**src/rtl/router_pkg.sv**
```systemverilog
// rtl/router_pkg.sv - shared constants and helpers for the 1xN buffered router
package router_pkg;

  localparam int ROUTER_MAX_PORTS = 16;
  localparam int DROP_CNT_WIDTH   = 16;

  // Low bit index of a port's slice within a flattened per-port bus.
  function automatic int port_slice(input int port, input int width);
    return port * width;
  endfunction

endpackage

```
**src/rtl/router_fifo.sv**
```systemverilog
// rtl/router_fifo.sv - first-word-fall-through FIFO, one per router output
module router_fifo #(
  parameter int DATA_WIDTH = 8,
  parameter int DEPTH      = 4
) (
  input  logic                  clk,
  input  logic                  rst,
  input  logic                  push_i,
  input  logic                  pop_i,
  input  logic [DATA_WIDTH-1:0] data_i,
  output logic                  full_o,
  output logic                  empty_o,
  output logic [DATA_WIDTH-1:0] data_o
);

  localparam int IDX_W = $clog2(DEPTH);
  localparam int PTR_W = IDX_W + 1;

  logic [PTR_W-1:0]      wr_ptr_q, wr_ptr_d;
  logic [PTR_W-1:0]      rd_ptr_q, rd_ptr_d;
  logic [DATA_WIDTH-1:0] hold_q, hold_d;
  logic [DATA_WIDTH-1:0] mem_q [DEPTH];
  logic [DATA_WIDTH-1:0] head;
  logic                  do_push, do_pop;

  assign empty_o = (wr_ptr_q == rd_ptr_q);
  assign full_o  = (wr_ptr_q[IDX_W] != rd_ptr_q[IDX_W]) &&
                   (wr_ptr_q[IDX_W-1:0] == rd_ptr_q[IDX_W-1:0]);
  assign do_push = push_i && !full_o;
  assign do_pop  = pop_i && !empty_o;
  assign head    = mem_q[rd_ptr_q[IDX_W-1:0]];

  always_comb begin
    wr_ptr_d = wr_ptr_q;
    rd_ptr_d = rd_ptr_q;
    hold_d   = hold_q;
    if (do_push) wr_ptr_d = wr_ptr_q + PTR_W'(1);
    if (do_pop) begin
      rd_ptr_d = rd_ptr_q + PTR_W'(1);
      hold_d   = head;
    end
  end

  always_ff @(posedge clk or posedge rst) begin
    if (rst) begin
      wr_ptr_q <= '0;
      rd_ptr_q <= '0;
      hold_q   <= '0;
    end else begin
      wr_ptr_q <= wr_ptr_d;
      rd_ptr_q <= rd_ptr_d;
      hold_q   <= hold_d;
    end
  end

  always_ff @(posedge clk) begin
    if (do_push) mem_q[wr_ptr_q[IDX_W-1:0]] <= data_i;
  end

  // An empty FIFO keeps presenting the last beat it delivered.
  assign data_o = empty_o ? hold_q : head;

endmodule

```
**src/rtl/router_1xn_buf.sv**
```systemverilog
// rtl/router_1xn_buf.sv - 1-to-N router with per-output FWFT buffering
// ROUTER_DROP_CNT_EN adds a saturating counter of dropped out-of-range beats.
module router_1xn_buf
  import router_pkg::*;
#(
  parameter  int DATA_WIDTH = 8,
  parameter  int NUM_PORTS  = 4,
  parameter  int FIFO_DEPTH = 4,
  localparam int ADDR_WIDTH = $clog2(NUM_PORTS)
) (
  input  logic                            clk,
  input  logic                            rst,
  input  logic [DATA_WIDTH-1:0]           din,
  input  logic [ADDR_WIDTH-1:0]           addr,
  input  logic                            valid_in,
  output logic                            ready_out,
  output logic [NUM_PORTS*DATA_WIDTH-1:0] dout,
  output logic [NUM_PORTS-1:0]            valid_out,
  input  logic [NUM_PORTS-1:0]            ready_in
`ifdef ROUTER_DROP_CNT_EN
  ,
  output logic [DROP_CNT_WIDTH-1:0]       drop_cnt
`endif
);

  logic [NUM_PORTS-1:0] port_sel, full, empty, push, pop;
  logic                 in_range, sel_full;

  always_comb begin
    port_sel = '0;
    for (int k = 0; k < NUM_PORTS; k++) port_sel[k] = (addr == ADDR_WIDTH'(k));
  end

  // Out-of-range addresses select no port, so they are always accepted.
  assign in_range  = |port_sel;
  assign sel_full  = |(port_sel & full);
  assign ready_out = !rst && !sel_full;
  assign push      = {NUM_PORTS{valid_in && ready_out}} & port_sel;
  assign pop       = ready_in & ~empty;
  assign valid_out = ~empty;

  for (genvar k = 0; k < NUM_PORTS; k++) begin : g_port
    router_fifo #(
      .DATA_WIDTH(DATA_WIDTH),
      .DEPTH     (FIFO_DEPTH)
    ) u_fifo (
      .clk    (clk),
      .rst    (rst),
      .push_i (push[k]),
      .pop_i  (pop[k]),
      .data_i (din),
      .full_o (full[k]),
      .empty_o(empty[k]),
      .data_o (dout[port_slice(k, DATA_WIDTH) +: DATA_WIDTH])
    );
  end

`ifdef ROUTER_DROP_CNT_EN
  logic [DROP_CNT_WIDTH-1:0] drop_cnt_q, drop_cnt_d;

  always_comb begin
    drop_cnt_d = drop_cnt_q;
    if (valid_in && ready_out && !in_range && (drop_cnt_q != '1))
      drop_cnt_d = drop_cnt_q + DROP_CNT_WIDTH'(1);
  end

  always_ff @(posedge clk or posedge rst) begin
    if (rst) drop_cnt_q <= '0;
    else     drop_cnt_q <= drop_cnt_d;
  end

  assign drop_cnt = drop_cnt_q;
`endif

endmodule

```
**config.mk**
```make
export PLATFORM = sky130hd
export DESIGN_NAME = router_1xn_buf
export DESIGN_NICKNAME = d
export VERILOG_FILES = /design/src/rtl/router_pkg.sv /design/src/rtl/router_fifo.sv /design/src/rtl/router_1xn_buf.sv
export SDC_FILE = /design/constraint.sdc
export NUM_CORES = 1
export LEC_CHECK = 0
export CAP_MARGIN = 20
export CORE_MARGIN = 8
export CORE_UTILIZATION = 55
export DETAILED_ROUTE_END_ITERATION = 8
export PLACE_DENSITY_LB_ADDON = 0.15
export SETUP_SLACK_MARGIN = 0.2
export SLEW_MARGIN = 20
export SYNTH_ARGS = -nofsm -noshare
export SYNTH_HDL_FRONTEND = slang
export SYNTH_SLANG_ARGS = --single-unit
```
**constraint.sdc**
```tcl
create_clock -name clk -period 2.4 [get_ports clk]
set_input_delay 0.24 -clock clk [delete_from_list [all_inputs] [get_ports clk]]
set_output_delay 0.24 -clock clk [all_outputs]
set_load 0.02 [all_outputs]
```
=== Word level (Yosys, flattened, before mapping) ===
Memories as Yosys holds them, arrays and structs flattened.
Index checks and enable logic that the tools add are counted.

* Flip-flop bits (word level): 56
* RAM bits: 128
* Bits of input ports: 17
* Output and inout bits: 37
* Memories kept: 4

* Add/subtract/negate cells: 8
* Eq/ne operators: 15
* Multiplexer cells: 12
* Bitwise operators: 4
* Reductions and logical operators: 26

{| class="wikitable"
|+ Memory list
! name !! words !! bits a word !! rd ports !! clocked after memory_dff !! wr ports !! line !! source
|-
| g_port[0].u_fifo.mem_q || 4 || 8 || 1 || 0 || 1 || router_fifo.sv:22 || <nowiki>logic [DATA_WIDTH-1:0] mem_q [DEPTH];</nowiki>
|-
| g_port[1].u_fifo.mem_q || 4 || 8 || 1 || 0 || 1 || router_fifo.sv:22 ||
|-
| g_port[2].u_fifo.mem_q || 4 || 8 || 1 || 0 || 1 || router_fifo.sv:22 ||
|-
| g_port[3].u_fifo.mem_q || 4 || 8 || 1 || 0 || 1 || router_fifo.sv:22 ||
|}

{| class="wikitable"
|+ Operators with widths
! kind !! count
|-
| 8-bit two-way mux || 4
|-
| 3-bit by 1-bit adder with 3-bit output (second input constant) || 8
|-
| 1-bit logical AND || 14
|-
| 4-bit AND || 3
|-
| 3-bit equality test || 4
|-
| 1-bit logical NOT || 10
|-
| 2-bit equality test || 4
|-
| 1-bit two-way mux || 8
|-
| 2-bit equality test (second input constant) || 2
|-
| 1-bit inequality test || 4
|-
| 4-bit NOT || 1
|-
| 4-bit OR reduction || 1
|-
| 2-bit by 1-bit equality test with 1-bit output (second input constant) || 1
|-
| 2-bit logical NOT || 1
|}

=== Logic depth before layout (Yosys ltp) ===
Gate-level depths: netlist of the first run.

* Word-level depth: 11
* Mapped depth: 6
* Gate-level depth less buffers: 4

=== Modules after synthesis ===
A second synthesis of the first run with hierarchy kept.

* Cell total of the unflattened synthesis: 432
* Area, all modules: 8105.3 um2

{| class="wikitable"
|+ By module, submodules not included
! module !! instances !! cells each !! area each (um2)
|-
| router_fifo || 4 || 104 || 1998.2
|-
| router_1xn_buf || 1 || 16 || 112.6
|}

=== Worst setup path after synthesis of the first run ===
OpenSTA, ideal clock, no wires.

* Path kind: input-to-output
* From: in rst
* To: out ready_out
* Data arrival time: 1916 ps
* Data required time: 2160 ps
* Setup slack: 244 ps
* Cell stages on the path: 3
* Buffers on the path: 0
* Cell sequence: inv_1 -> o2111ai_1 -> o31ai_1

* Word-level cells in the longest chain between the ends: 2

{| class="wikitable"
|+ Ends and longest elaborated chain
! element !! line !! source
|-
| start, declared || router_1xn_buf.sv:12 || <nowiki>input logic rst,</nowiki>
|-
| 1-bit logical NOT (no source line) || -- ||
|-
| 1-bit logical AND || router_1xn_buf.sv:37 || <nowiki>assign ready_out = !rst && !sel_full;</nowiki>
|-
| end, declared || router_1xn_buf.sv:16 || <nowiki>output logic ready_out,</nowiki>
|}

Every way passes these cells.

=== Final worst setup path of the first run ===
* From: reg g_port[1].u_fifo.rd_ptr_q[1]
* To: out dout[14]

* Word-level cells in the longest chain between the ends: 2

{| class="wikitable"
|+ Ends and longest elaborated chain
! element !! line !! source
|-
| start, declared || router_fifo.sv:20 || <nowiki>logic [PTR_W-1:0] rd_ptr_q, rd_ptr_d;</nowiki>
|-
| start signal, assigned || router_fifo.sv:51 || <nowiki>rd_ptr_q <= rd_ptr_d;</nowiki>
|-
| memory 4 x 8 bit / 3-bit equality test (equally long branches) || -- ||
|-
| 8-bit two-way mux (*) || router_fifo.sv:61 || <nowiki>assign data_o = empty_o ? hold_q : head;</nowiki>
|-
| end, declared || router_1xn_buf.sv:17 || <nowiki>output logic [NUM_PORTS*DATA_WIDTH-1:0] dout,</nowiki>
|}

Mark *: on every way between the ends. The rest lies on a longest branch, timed or not.

==> out/summary.json, run 1 <==
{
  "yosys_register_bits": {"value": 184},
  "detailroute.wirelength.met3": {"value": 513, "unit": "µm"},
  "yosysTopAreaCellShare": {"value": 49.3, "unit": "%"},
  "crit_path_start": {"value": "g_port[1].u_fifo.rd_ptr_q[1]$_DFFE_PP0P_"},
  "fmax": {"value": 432, "unit": "MHz"},
  "min_period": {"value": 2.32, "unit": "ns"},
  "setup.worst_path.start_class": {"value": "register"},
  "relSlewSlack": {"value": 47.0, "unit": "%"},
  "grt.total_usage": {"value": 17.3, "unit": "%"},
  "drt-vias-per-instance": {"value": 5.47},
  "crit_path_max_fanout": {"value": 4},
  "avgSynthCellArea": {"value": 19.3, "unit": "µm²"},
  "worst-r2r-setup-slack": {"value": 0.26, "unit": "ns"},
  "cts-root-to-sink-buffers": {"value": 2},
  "clk_pin_slew": {"value": 0.06, "unit": "ns"},
  "synth.yosys.seq_area_share": {"value": 67.2, "unit": "%"},
  "pwr_density_cell": {"value": 1410, "unit": "nW/µm²"},
  "die_y": {"value": 135, "unit": "µm"},
  "totalNegativeSetupSlack": {"value": 0, "unit": "ns"},
  "max-vdd-ir-drop": {"value": 0.000980, "unit": "V"},
  "maximum_number_of_pins_on_one_net_before_global_route_repair": {"value": 57},
  "critPathCaptureType": {"value": "primary output"},
  "cp_data_required_time": {"value": 2.16, "unit": "ns"},
  "leakage": {"value": 0.00371, "unit": "µW"},
  "final_net_count": {"value": 568},
  "yosys.area.top_type": {"value": "sky130_fd_sc_hd__edfxtp_1"},
  "rr_worst_depth": {"value": 6},
  "detailroute.via_count": {"value": 3958},
  "final-setup-viol-count": {"value": 0},
  "drt_pre_antenna_iters": {"value": 4},
  "yosysWarnings": {"value": 0},
  "final.period_utilization": {"value": 96.5, "unit": "%"},
  "post_route_cells_drive_above_1_share": {"value": 46.9, "unit": "%"},
  "first_global_vias": {"value": 4196},
  "worst_r2r_endpoint": {"value": "g_port[2].u_fifo.mem_q[1][0]$_DFFE_PP_"},
  "floorplan.die.width": {"value": 135, "unit": "µm"},
  "finalHoldViolations": {"value": 0},
  "worst-slew-pin-transition": {"value": 0.795, "unit": "ns"},
  "slew_violations": {"value": 0},
  "routed_wl": {"value": 15.0, "unit": "mm"},
  "routed.top_layer": {"value": "met4"},
  "htree_levels": {"value": 4},
  "design.die.area": {"value": 18300, "unit": "µm²"},
  "holdCritPathClass": {"value": "in2reg"},
  "floorplan.initialDensity": {"value": 56.2, "unit": "%"},
  "grt_antenna_before_repair": {"value": 0},
  "numCtsBuffers": {"value": 17},
  "gp_congestion": {"value": 0.773},
  "routed_wire_length_per_instance": {"value": 20.8, "unit": "µm"},
  "cts_root_buffer": {"value": "sky130_fd_sc_hd__clkbuf_16"},
  "synth_fp_nets": {"value": 441},
  "count_of_mapped_cells_out_of_synthesis": {"value": 404},
  "io_pins": {"value": 54},
  "overflow": {"value": 0},
  "timing_worst_setup_path_type": {"value": "reg2out"},
  "placement.io_buffers": {"value": 53},
  "hold_buffers": {"value": 0},
  "r2r_start": {"value": "g_port[2].u_fifo.rd_ptr_q[0]$_DFFE_PP0P_"},
  "global_route_wire_length_before_repair": {"value": 23.4, "unit": "mm"},
  "fin_worst_skew": {"value": 0.00638, "unit": "ns"},
  "syn-cell-area": {"value": 7800, "unit": "µm²"},
  "status": {"value": "completed"},
  "rsz0062_at_grt": {"value": "yes"},
  "critPathArrivalTime": {"value": 2.08, "unit": "ns"},
  "dpl.hpwl": {"value": 8.97, "unit": "mm"},
  "drc_errors": {"value": 0},
  "drv_cap": {"value": 0},
  "final.hold.worst_slack": {"value": 0.481, "unit": "ns"},
  "insertion_delay": {"value": 0.42, "unit": "ns"},
  "met1_routed_length": {"value": 6.64, "unit": "mm"},
  "dr_wl_met2": {"value": 7.64, "unit": "mm"},
  "numClockSinks": {"value": 184},
  "synth.lib_cells_used.distinct": {"value": 31},
  "critical_path.endpoint": {"value": "dout[14]"},
  "synth_top_cells_by_area": {"value": "sky130_fd_sc_hd__edfxtp_1, sky130_fd_sc_hd__dfrtp_1, sky130_fd_sc_hd__mux2_2"},
  "hp-start": {"value": "ready_in[0]"},
  "floorplan.core_area": {"value": 13900, "unit": "µm²"},
  "detailedRoute.firstIterationViolations": {"value": 262},
  "postRouteAntennaNets": {"value": 0},
  "antenna-diode-count": {"value": 0},
  "placement_rows": {"value": 43},
  "layout-area-overhead-vs-synth": {"value": 25.7, "unit": "%"},
  "cts_tree": {"value": "yes"}
}
-- power breakdown --
part / total (µW) / internal, µW / switching, µW
clock network: 2690 / 1570 / 1120
logic: 6740 / 3780 / 2960
registers: 4440 / 3990 / 450
total: 13900 / 9330 / 4530
-- per-layer routing --
layer	vias to the layer above	GRT usage [%]
met2	81	28.6
met1	2045	21.8
li1	1818	-
met5	-	0
met3	14	3.75
met4	0	6.66
-- cells in the mapped netlist, drive strengths merged --
master / count
mux2: 68
a311oi: 2
o21ai: 5
o31ai: 1
xor2: 8
inv: 10
mux4: 32
dfrtp: 56
nand4bb: 1
ha: 20
xnor2: 20
nand2: 8
nand4: 2
buf: 12
edfxtp: 128
and2: 16
nand3: 6
or4b: 1
nand3b: 5
o2111ai: 1
a31oi: 2
-- flip-flops by register name, summed over array words and instances, names as in the netlist --
| signal | cells |
|---|---|
| g_port.u_fifo.mem_q | 128 |
| g_port.u_fifo.hold_q | 32 |
| g_port.u_fifo.rd_ptr_q | 12 |
| g_port.u_fifo.wr_ptr_q | 12 |
-- cell usage in the layout, fill, tap and decap left out, types with 2 or more instances in the layout --
cell type / Yosys / routed
sky130_fd_sc_hd__mux2_2: 53 / 48
sky130_fd_sc_hd__mux2_4: 0 / 10
sky130_fd_sc_hd__nand3b_1: 5 / 5
sky130_fd_sc_hd__buf_16: 0 / 2
sky130_fd_sc_hd__xnor2_1: 16 / 12
sky130_fd_sc_hd__nand4_1: 2 / 2
sky130_fd_sc_hd__and2_1: 13 / 13
sky130_fd_sc_hd__buf_2: 5 / 15
sky130_fd_sc_hd__clkinv_2: 0 / 2
sky130_fd_sc_hd__a311oi_2: 2 / 2
sky130_fd_sc_hd__dfrtp_1: 56 / 52
sky130_fd_sc_hd__mux4_2: 24 / 31
sky130_fd_sc_hd__nand3_1: 6 / 5
sky130_fd_sc_hd__clkdlybuf4s50_1: 0 / 16
sky130_fd_sc_hd__inv_1: 10 / 9
sky130_fd_sc_hd__xnor2_4: 1 / 4
sky130_fd_sc_hd__dfrtp_2: 0 / 4
sky130_fd_sc_hd__dlygate4sd2_1: 0 / 3
sky130_fd_sc_hd__xor2_2: 3 / 7
sky130_fd_sc_hd__mux2_1: 15 / 10
sky130_fd_sc_hd__edfxtp_1: 128 / 128
sky130_fd_sc_hd__buf_4: 5 / 49
sky130_fd_sc_hd__buf_12: 0 / 6
sky130_fd_sc_hd__clkbuf_8: 0 / 3
sky130_fd_sc_hd__nand2_2: 4 / 4
sky130_fd_sc_hd__nand2_1: 4 / 4
sky130_fd_sc_hd__buf_6: 2 / 25
sky130_fd_sc_hd__clkinvlp_4: 0 / 7
sky130_fd_sc_hd__ha_1: 20 / 20
sky130_fd_sc_hd__and2_4: 3 / 3
sky130_fd_sc_hd__clkbuf_16: 0 / 20
sky130_fd_sc_hd__xnor2_2: 3 / 4
sky130_fd_sc_hd__o21ai_0: 5 / 4
-- worst min-delay path by stage --
stage | endpoint | slack (ns) | depth (start not counted)
after global routing | g_port[0].u_fifo.rd_ptr_q[2]$_DFFE_PP0P_ | 0.50 | 3
after detailed placement | g_port[3].u_fifo.hold_q[0]$_DFFE_PP0P_ | 0.48 | 1
after CTS | g_port[0].u_fifo.rd_ptr_q[2]$_DFFE_PP0P_ | 0.47 | 3
after floorplan | g_port[0].u_fifo.mem_q[0][0]$_DFFE_PP_ | 0.34 | 0
final | g_port[0].u_fifo.rd_ptr_q[2]$_DFFE_PP0P_ | 0.48 | 3
after global placement | g_port[2].u_fifo.hold_q[6]$_DFFE_PP0P_ | 0.47 | 1
-- through the flow --
step / setup WS, ns / cell area (µm²) / power (µW) / utilization (%) / cells
2_1_floorplan: 0.244 / 7800 / 7990 / - / 404
3_3_place_gp: 0.173 / 8750 / 9900 / 63.1 / 654
3_5_place_dp: 0.0784 / 8750 / 10100 / 63.1 / 654
4_1_cts: 0.00509 / 9540 / 13100 / 68.7 / 700
5_1_grt: 0.0233 / 9800 / 14600 / 70.6 / 724
6_report: 0.0848 / 9800 / 13900 / 70.6 / 724
-- worst max-delay path: stages, from the launching register on --
cell,delay (ns)
sky130_fd_sc_hd__dfrtp_1,0.42
sky130_fd_sc_hd__xnor2_2,0.26
sky130_fd_sc_hd__nand3b_1,0.15
sky130_fd_sc_hd__buf_6,0.15
sky130_fd_sc_hd__buf_12,0.12
sky130_fd_sc_hd__buf_16,0.12
sky130_fd_sc_hd__mux2_4,0.30
sky130_fd_sc_hd__buf_6,0.13
-- final cells by class --
type	count	area, µm²
inverters	10	37.5
repair buffers	120	1150
multi-input cells	198	2550
flip-flops and latches	184	5250
well taps	180	225
clock inverters	10	92.6
fillers	896	4080
clock buffers	22	495
-- repair_timing --
item | in CTS | in global routing
setup endpoints to repair | 37 | 34
setup buffers | 11 | 21
gates resized for setup | 143 | 79
cloned | 3 | 3
pin swaps | 2 | 9
-- kinds of logic (layout without fill, tap and decap cells) --
logic type | Yosys count | in the layout | synth area share, %
flip-flops | 184 | 184 | 67.2
multiplexers | 100 | 100 | 19.4
adder cells (fa/ha/maj) | 20 | 20 | 3.21
XOR/XNOR | 28 | 28 | 3.96
AO/OA/AOI/OAI | 11 | 11 | 1.35
AND/OR/NAND/NOR | 39 | 39 | 3.24
buffers and inverters | 22 | 162 | 1.57
No activity file was read; power rests on OpenSTA's default activity.
==> inputs of run 2 (changes only) <==
--- a/config.mk
+++ b/config.mk
@@ -5,6 +5,7 @@
 export SDC_FILE = /design/constraint.sdc
 export NUM_CORES = 1
 export LEC_CHECK = 0
+export ABC_AREA = 1
 export CAP_MARGIN = 20
 export CORE_MARGIN = 8
 export CORE_UTILIZATION = 55
==> out/summary.json, run 2 <==
{
  "finalHoldViolations": {"value": 0, "change": "unchanged"},
  "totalNegativeSetupSlack": {"value": 0, "unit": "ns", "change": "unchanged"},
  "post_route_cells_drive_above_1_share": {"value": 27.8, "unit": "%", "change": "was 46.9%"},
  "setup.worst_path.start_class": {"value": "register", "change": "unchanged"},
  "htree_levels": {"value": 4, "change": "unchanged"},
  "postRouteAntennaNets": {"value": 0, "change": "unchanged"},
  "maximum_number_of_pins_on_one_net_before_global_route_repair": {"value": 42, "change": "was 57"},
  "ys_async_sr_fraction": {"value": 30.4, "unit": "%", "change": "unchanged"},
  "placement.io_buffers": {"value": 53, "change": "unchanged"},
  "timing_worst_setup_path_type": {"value": "reg2out", "change": "unchanged"},
  "mostFrequentLayoutCell": {"value": "sky130_fd_sc_hd__edfxtp_1", "change": "unchanged"},
  "synth.lib_cells_used.distinct": {"value": 31, "change": "unchanged"},
  "numCtsBuffers": {"value": 17, "change": "unchanged"},
  "postSynth.topFlopCell": {"value": "sky130_fd_sc_hd__edfxtp_1", "change": "unchanged"},
  "grt_antenna_before_repair": {"value": 2, "change": "was 0"},
  "final.period_utilization": {"value": 90.9, "unit": "%", "change": "was 96.5%"},
  "flip_flop_count_of_the_largest_register_after_layout": {"value": 128, "change": "unchanged"},
  "io_pins": {"value": 54, "change": "unchanged"},
  "detailedRoute.firstIterationViolations": {"value": 486, "change": "was 262"},
  "cts_tree": {"value": "yes", "change": "unchanged"},
  "dp_cells": {"value": 985, "change": "was 654"},
  "avgSynthCellArea": {"value": 11.4, "unit": "µm²", "change": "was 19.3 µm²"},
  "insertion_delay": {"value": 0.43, "unit": "ns", "change": "was 0.42 ns"},
  "crit_path_max_fanout": {"value": 9, "change": "was 4"},
  "gp_congestion": {"value": 0.799, "change": "was 0.773"},
  "min_period": {"value": 2.18, "unit": "ns", "change": "was 2.32 ns"},
  "design.die.area": {"value": 19500, "unit": "µm²", "change": "was 18300 µm²"},
  "register_area": {"value": 5260, "unit": "µm²", "change": "was 5250 µm²"},
  "detailroute.via_count": {"value": 5710, "change": "was 3958"},
  "max-vdd-ir-drop": {"value": 0.000603, "unit": "V", "change": "was 0.000980 V"},
  "r2r_start": {"value": "g_port[3].u_fifo.wr_ptr_q[0]$_DFFE_PP0P_", "change": "was g_port[2].u_fifo.rd_ptr_q[0]$_DFFE_PP0P_"},
  "placement_rows": {"value": 45, "change": "was 43"},
  "syn-cell-area": {"value": 8420, "unit": "µm²", "change": "was 7800 µm²"},
  "final_net_count": {"value": 881, "change": "was 568"},
  "fin_worst_skew": {"value": 0.00713, "unit": "ns", "change": "was 0.00638 ns"},
  "layout-area-overhead-vs-synth": {"value": 19.6, "unit": "%", "change": "was 25.7%"},
  "critPathArrivalTime": {"value": 1.94, "unit": "ns", "change": "was 2.08 ns"},
  "global_route_wire_length_before_repair": {"value": 28.9, "unit": "mm", "change": "was 23.4 mm"},
  "status": {"value": "completed", "change": "unchanged"},
  "overflow": {"value": 0, "change": "unchanged"},
  "clk_pin_slew": {"value": 0.07, "unit": "ns", "change": "was 0.06 ns"},
  "relSlewSlack": {"value": 48.3, "unit": "%", "change": "was 47.0%"},
  "synth_top_cells_by_area": {"value": "sky130_fd_sc_hd__edfxtp_1, sky130_fd_sc_hd__dfrtp_1, sky130_fd_sc_hd__o21ai_0", "change": "was sky130_fd_sc_hd__edfxtp_1, sky130_fd_sc_hd__dfrtp_1, sky130_fd_sc_hd__mux2_2"},
  "yosys_register_bits": {"value": 184, "change": "unchanged"},
  "fmax": {"value": 458, "unit": "MHz", "change": "was 432 MHz"},
  "cts_root_buffer": {"value": "sky130_fd_sc_hd__clkbuf_16", "change": "unchanged"},
  "yosysWarnings": {"value": 0, "change": "unchanged"},
  "layout_common_cells": {"value": "sky130_fd_sc_hd__edfxtp_1, sky130_fd_sc_hd__nand2_1, sky130_fd_sc_hd__o21ai_0", "change": "was sky130_fd_sc_hd__edfxtp_1, sky130_fd_sc_hd__dfrtp_1, sky130_fd_sc_hd__buf_4"},
  "floorplan.core_area": {"value": 15100, "unit": "µm²", "change": "was 13900 µm²"},
  "cp_data_required_time": {"value": 2.16, "unit": "ns", "change": "about the same"},
  "first_global_vias": {"value": 5581, "change": "was 4196"},
  "synth_fp_nets": {"value": 773, "change": "was 441"},
  "rsz0062_at_grt": {"value": "yes", "change": "unchanged"},
  "drc_errors": {"value": 0, "change": "unchanged"},
  "area_of_combinational_cells_with_multiple_inputs": {"value": 2810, "unit": "µm²", "change": "was 2550 µm²"},
  "critPathCaptureType": {"value": "primary output", "change": "unchanged"},
  "worst-slew-pin-transition": {"value": 0.773, "unit": "ns", "change": "was 0.795 ns"},
  "edff_count_synth": {"value": 128, "change": "unchanged"},
  "final-setup-viol-count": {"value": 0, "change": "unchanged"},
  "fillCellCount": {"value": 1151, "change": "was 896"},
  "yosys.area.top_type": {"value": "sky130_fd_sc_hd__edfxtp_1", "change": "unchanged"},
  "floorplan.die.width": {"value": 140, "unit": "µm", "change": "was 135 µm"},
  "pwr_density_cell": {"value": 1360, "unit": "nW/µm²", "change": "was 1410 nW/µm²"},
  "numClockSinks": {"value": 184, "change": "unchanged"},
  "count_of_mapped_cells_out_of_synthesis": {"value": 736, "change": "was 404"},
  "leakage": {"value": 0.00410, "unit": "µW", "change": "was 0.00371 µW"},
  "grt.total_usage": {"value": 18.9, "unit": "%", "change": "was 17.3%"},
  "worst_r2r_endpoint": {"value": "g_port[3].u_fifo.mem_q[0][0]$_DFFE_PP_", "change": "was g_port[2].u_fifo.mem_q[1][0]$_DFFE_PP_"},
  "synth.yosys.seq_area_share": {"value": 62.3, "unit": "%", "change": "was 67.2%"},
  "die_y": {"value": 140, "unit": "µm", "change": "was 135 µm"},
  "holdCritPathClass": {"value": "in2async", "change": "was in2reg"},
  "floorplan.initialDensity": {"value": 55.8, "unit": "%", "change": "was 56.2%"},
  "finish.cell_count_without_fillers": {"value": 1046, "change": "was 724"},
  "cts-root-to-sink-buffers": {"value": 2, "change": "unchanged"},
  "drv_cap": {"value": 0, "change": "unchanged"},
  "drt_pre_antenna_iters": {"value": 4, "change": "unchanged"},
  "drt-vias-per-instance": {"value": 5.46, "change": "was 5.47"},
  "slew_violations": {"value": 0, "change": "unchanged"},
  "synth.top_cells.by_count": {"value": "sky130_fd_sc_hd__edfxtp_1, sky130_fd_sc_hd__nand2_1, sky130_fd_sc_hd__o21ai_0, sky130_fd_sc_hd__nor2_1, sky130_fd_sc_hd__inv_1", "change": "was sky130_fd_sc_hd__edfxtp_1, sky130_fd_sc_hd__dfrtp_1, sky130_fd_sc_hd__mux2_2, sky130_fd_sc_hd__mux4_2, sky130_fd_sc_hd__ha_1"},
  "routed_wl": {"value": 18.1, "unit": "mm", "change": "was 15.0 mm"},
  "final.hold.worst_slack": {"value": 0.292, "unit": "ns", "change": "was 0.481 ns"},
  "dpl.hpwl": {"value": 11.4, "unit": "mm", "change": "was 8.97 mm"},
  "count_leader_synth": {"value": "sky130_fd_sc_hd__edfxtp_1", "change": "unchanged"},
  "worst-r2r-setup-slack": {"value": 0.26, "unit": "ns", "change": "about the same"},
  "finalCoreUtilization": {"value": 66.7, "unit": "%", "change": "was 70.6%"},
  "yosysTopAreaCellShare": {"value": 45.7, "unit": "%", "change": "was 49.3%"},
  "routed_wire_length_per_instance": {"value": 17.3, "unit": "µm", "change": "was 20.8 µm"},
  "rr_worst_depth": {"value": 9, "change": "was 6"}
}
==> run 2: changes by cell type after synthesis, sizes merged, moves of 16 or more <==
cell / before / now
and2: 16 / 0
inv: 10 / 82
mux2: 68 / 0
mux4: 32 / 0
nand2: 8 / 127
nand4: 2 / 22
nor2: 0 / 90
o21ai: 5 / 133
o22ai: 0 / 32
xnor2: 20 / 4
==> run 2: logic make-up after synthesis <==
group / Yosys count / synth area share [%]
simple gates: 243 / 15.0
fa+ha+maj: 20 / 2.97
flops: 184 / 62.3
buf+inv: 109 / 6.33
compound gates: 165 / 11.5
xor+xnor: 15 / 1.83
==> run 2: where the power goes <==
group	switching [µW]	internal [µW]	total, µW
clock	1180	1540	2710
combinational	4080	2510	6590
sequential	450	3960	4410
total	5700	8010	13700
==> run 2: how the worst max path moves through the flow <==
stage,from,to,slack [ns],depth (start not counted)
after floorplan,rst,g_port[2].u_fifo.mem_q[0][0]$_DFFE_PP_,0.26,5
after global placement,addr[1],ready_out,0.19,7
after detailed placement,g_port[1].u_fifo.rd_ptr_q[0]$_DFFE_PP0P_,dout[9],0.16,4
after CTS,g_port[3].u_fifo.rd_ptr_q[1]$_DFFE_PP0P_,dout[31],0.12,8
after global routing,g_port[3].u_fifo.rd_ptr_q[1]$_DFFE_PP0P_,dout[31],0.11,8
final,g_port[3].u_fifo.wr_ptr_q[1]$_DFFE_PP0P_,dout[31],0.22,8
==> run 2: stage by stage <==
step                total power (µW)  area, µm²  setup slack, ns
floorplan                       8650       8420            0.265
global placement               10500       9240            0.185
detailed placement             10700       9240            0.161
CTS                            13600      10000            0.122
global route                   14600      10100            0.112
finish                         13700      10100            0.218
==> run 2: layout make-up <==
class	instances	share of cell area, %
sequential	184	52.2
multi-input combinational	445	27.9
timing repair buffer	114	8.71
clock buffer	21	4.37
inverter	82	3.24
tap	188	2.34
clock inverter	11	1.23
antenna	1	0.0249
==> run 2: repair_timing <==
action | CTS | global route
gates resized for setup | 143 | 59
setup endpoints to repair | 37 | 33
buffers inserted | 15 | 11
cloned | 1 | 1
pin swaps | 6 | 9
hold buffers | 0 | 0
==> run 2: worst max-delay path, stage by stage, from the launching register on <==
cell and delay [ns]:
sky130_fd_sc_hd__dfrtp_1 0.44, sky130_fd_sc_hd__inv_1 0.17, sky130_fd_sc_hd__nand2_4 0.06, sky130_fd_sc_hd__nand2_4 0.11
sky130_fd_sc_hd__nand4_4 0.17, sky130_fd_sc_hd__buf_4 0.19, sky130_fd_sc_hd__nand2_1 0.05, sky130_fd_sc_hd__o21ai_1 0.06
sky130_fd_sc_hd__clkdlybuf4s15_2 0.25
==> run 2: metal layers <==
| metal | track usage (%) | part of all wire [%] |
|---|---|---|
| met1 | 23.6 | 44 |
| met2 | 31.4 | 50 |
| met3 | 4.17 | 4.3 |
| met4 | 7.43 | 1.3 |
| met5 | 0 | 0.050 |
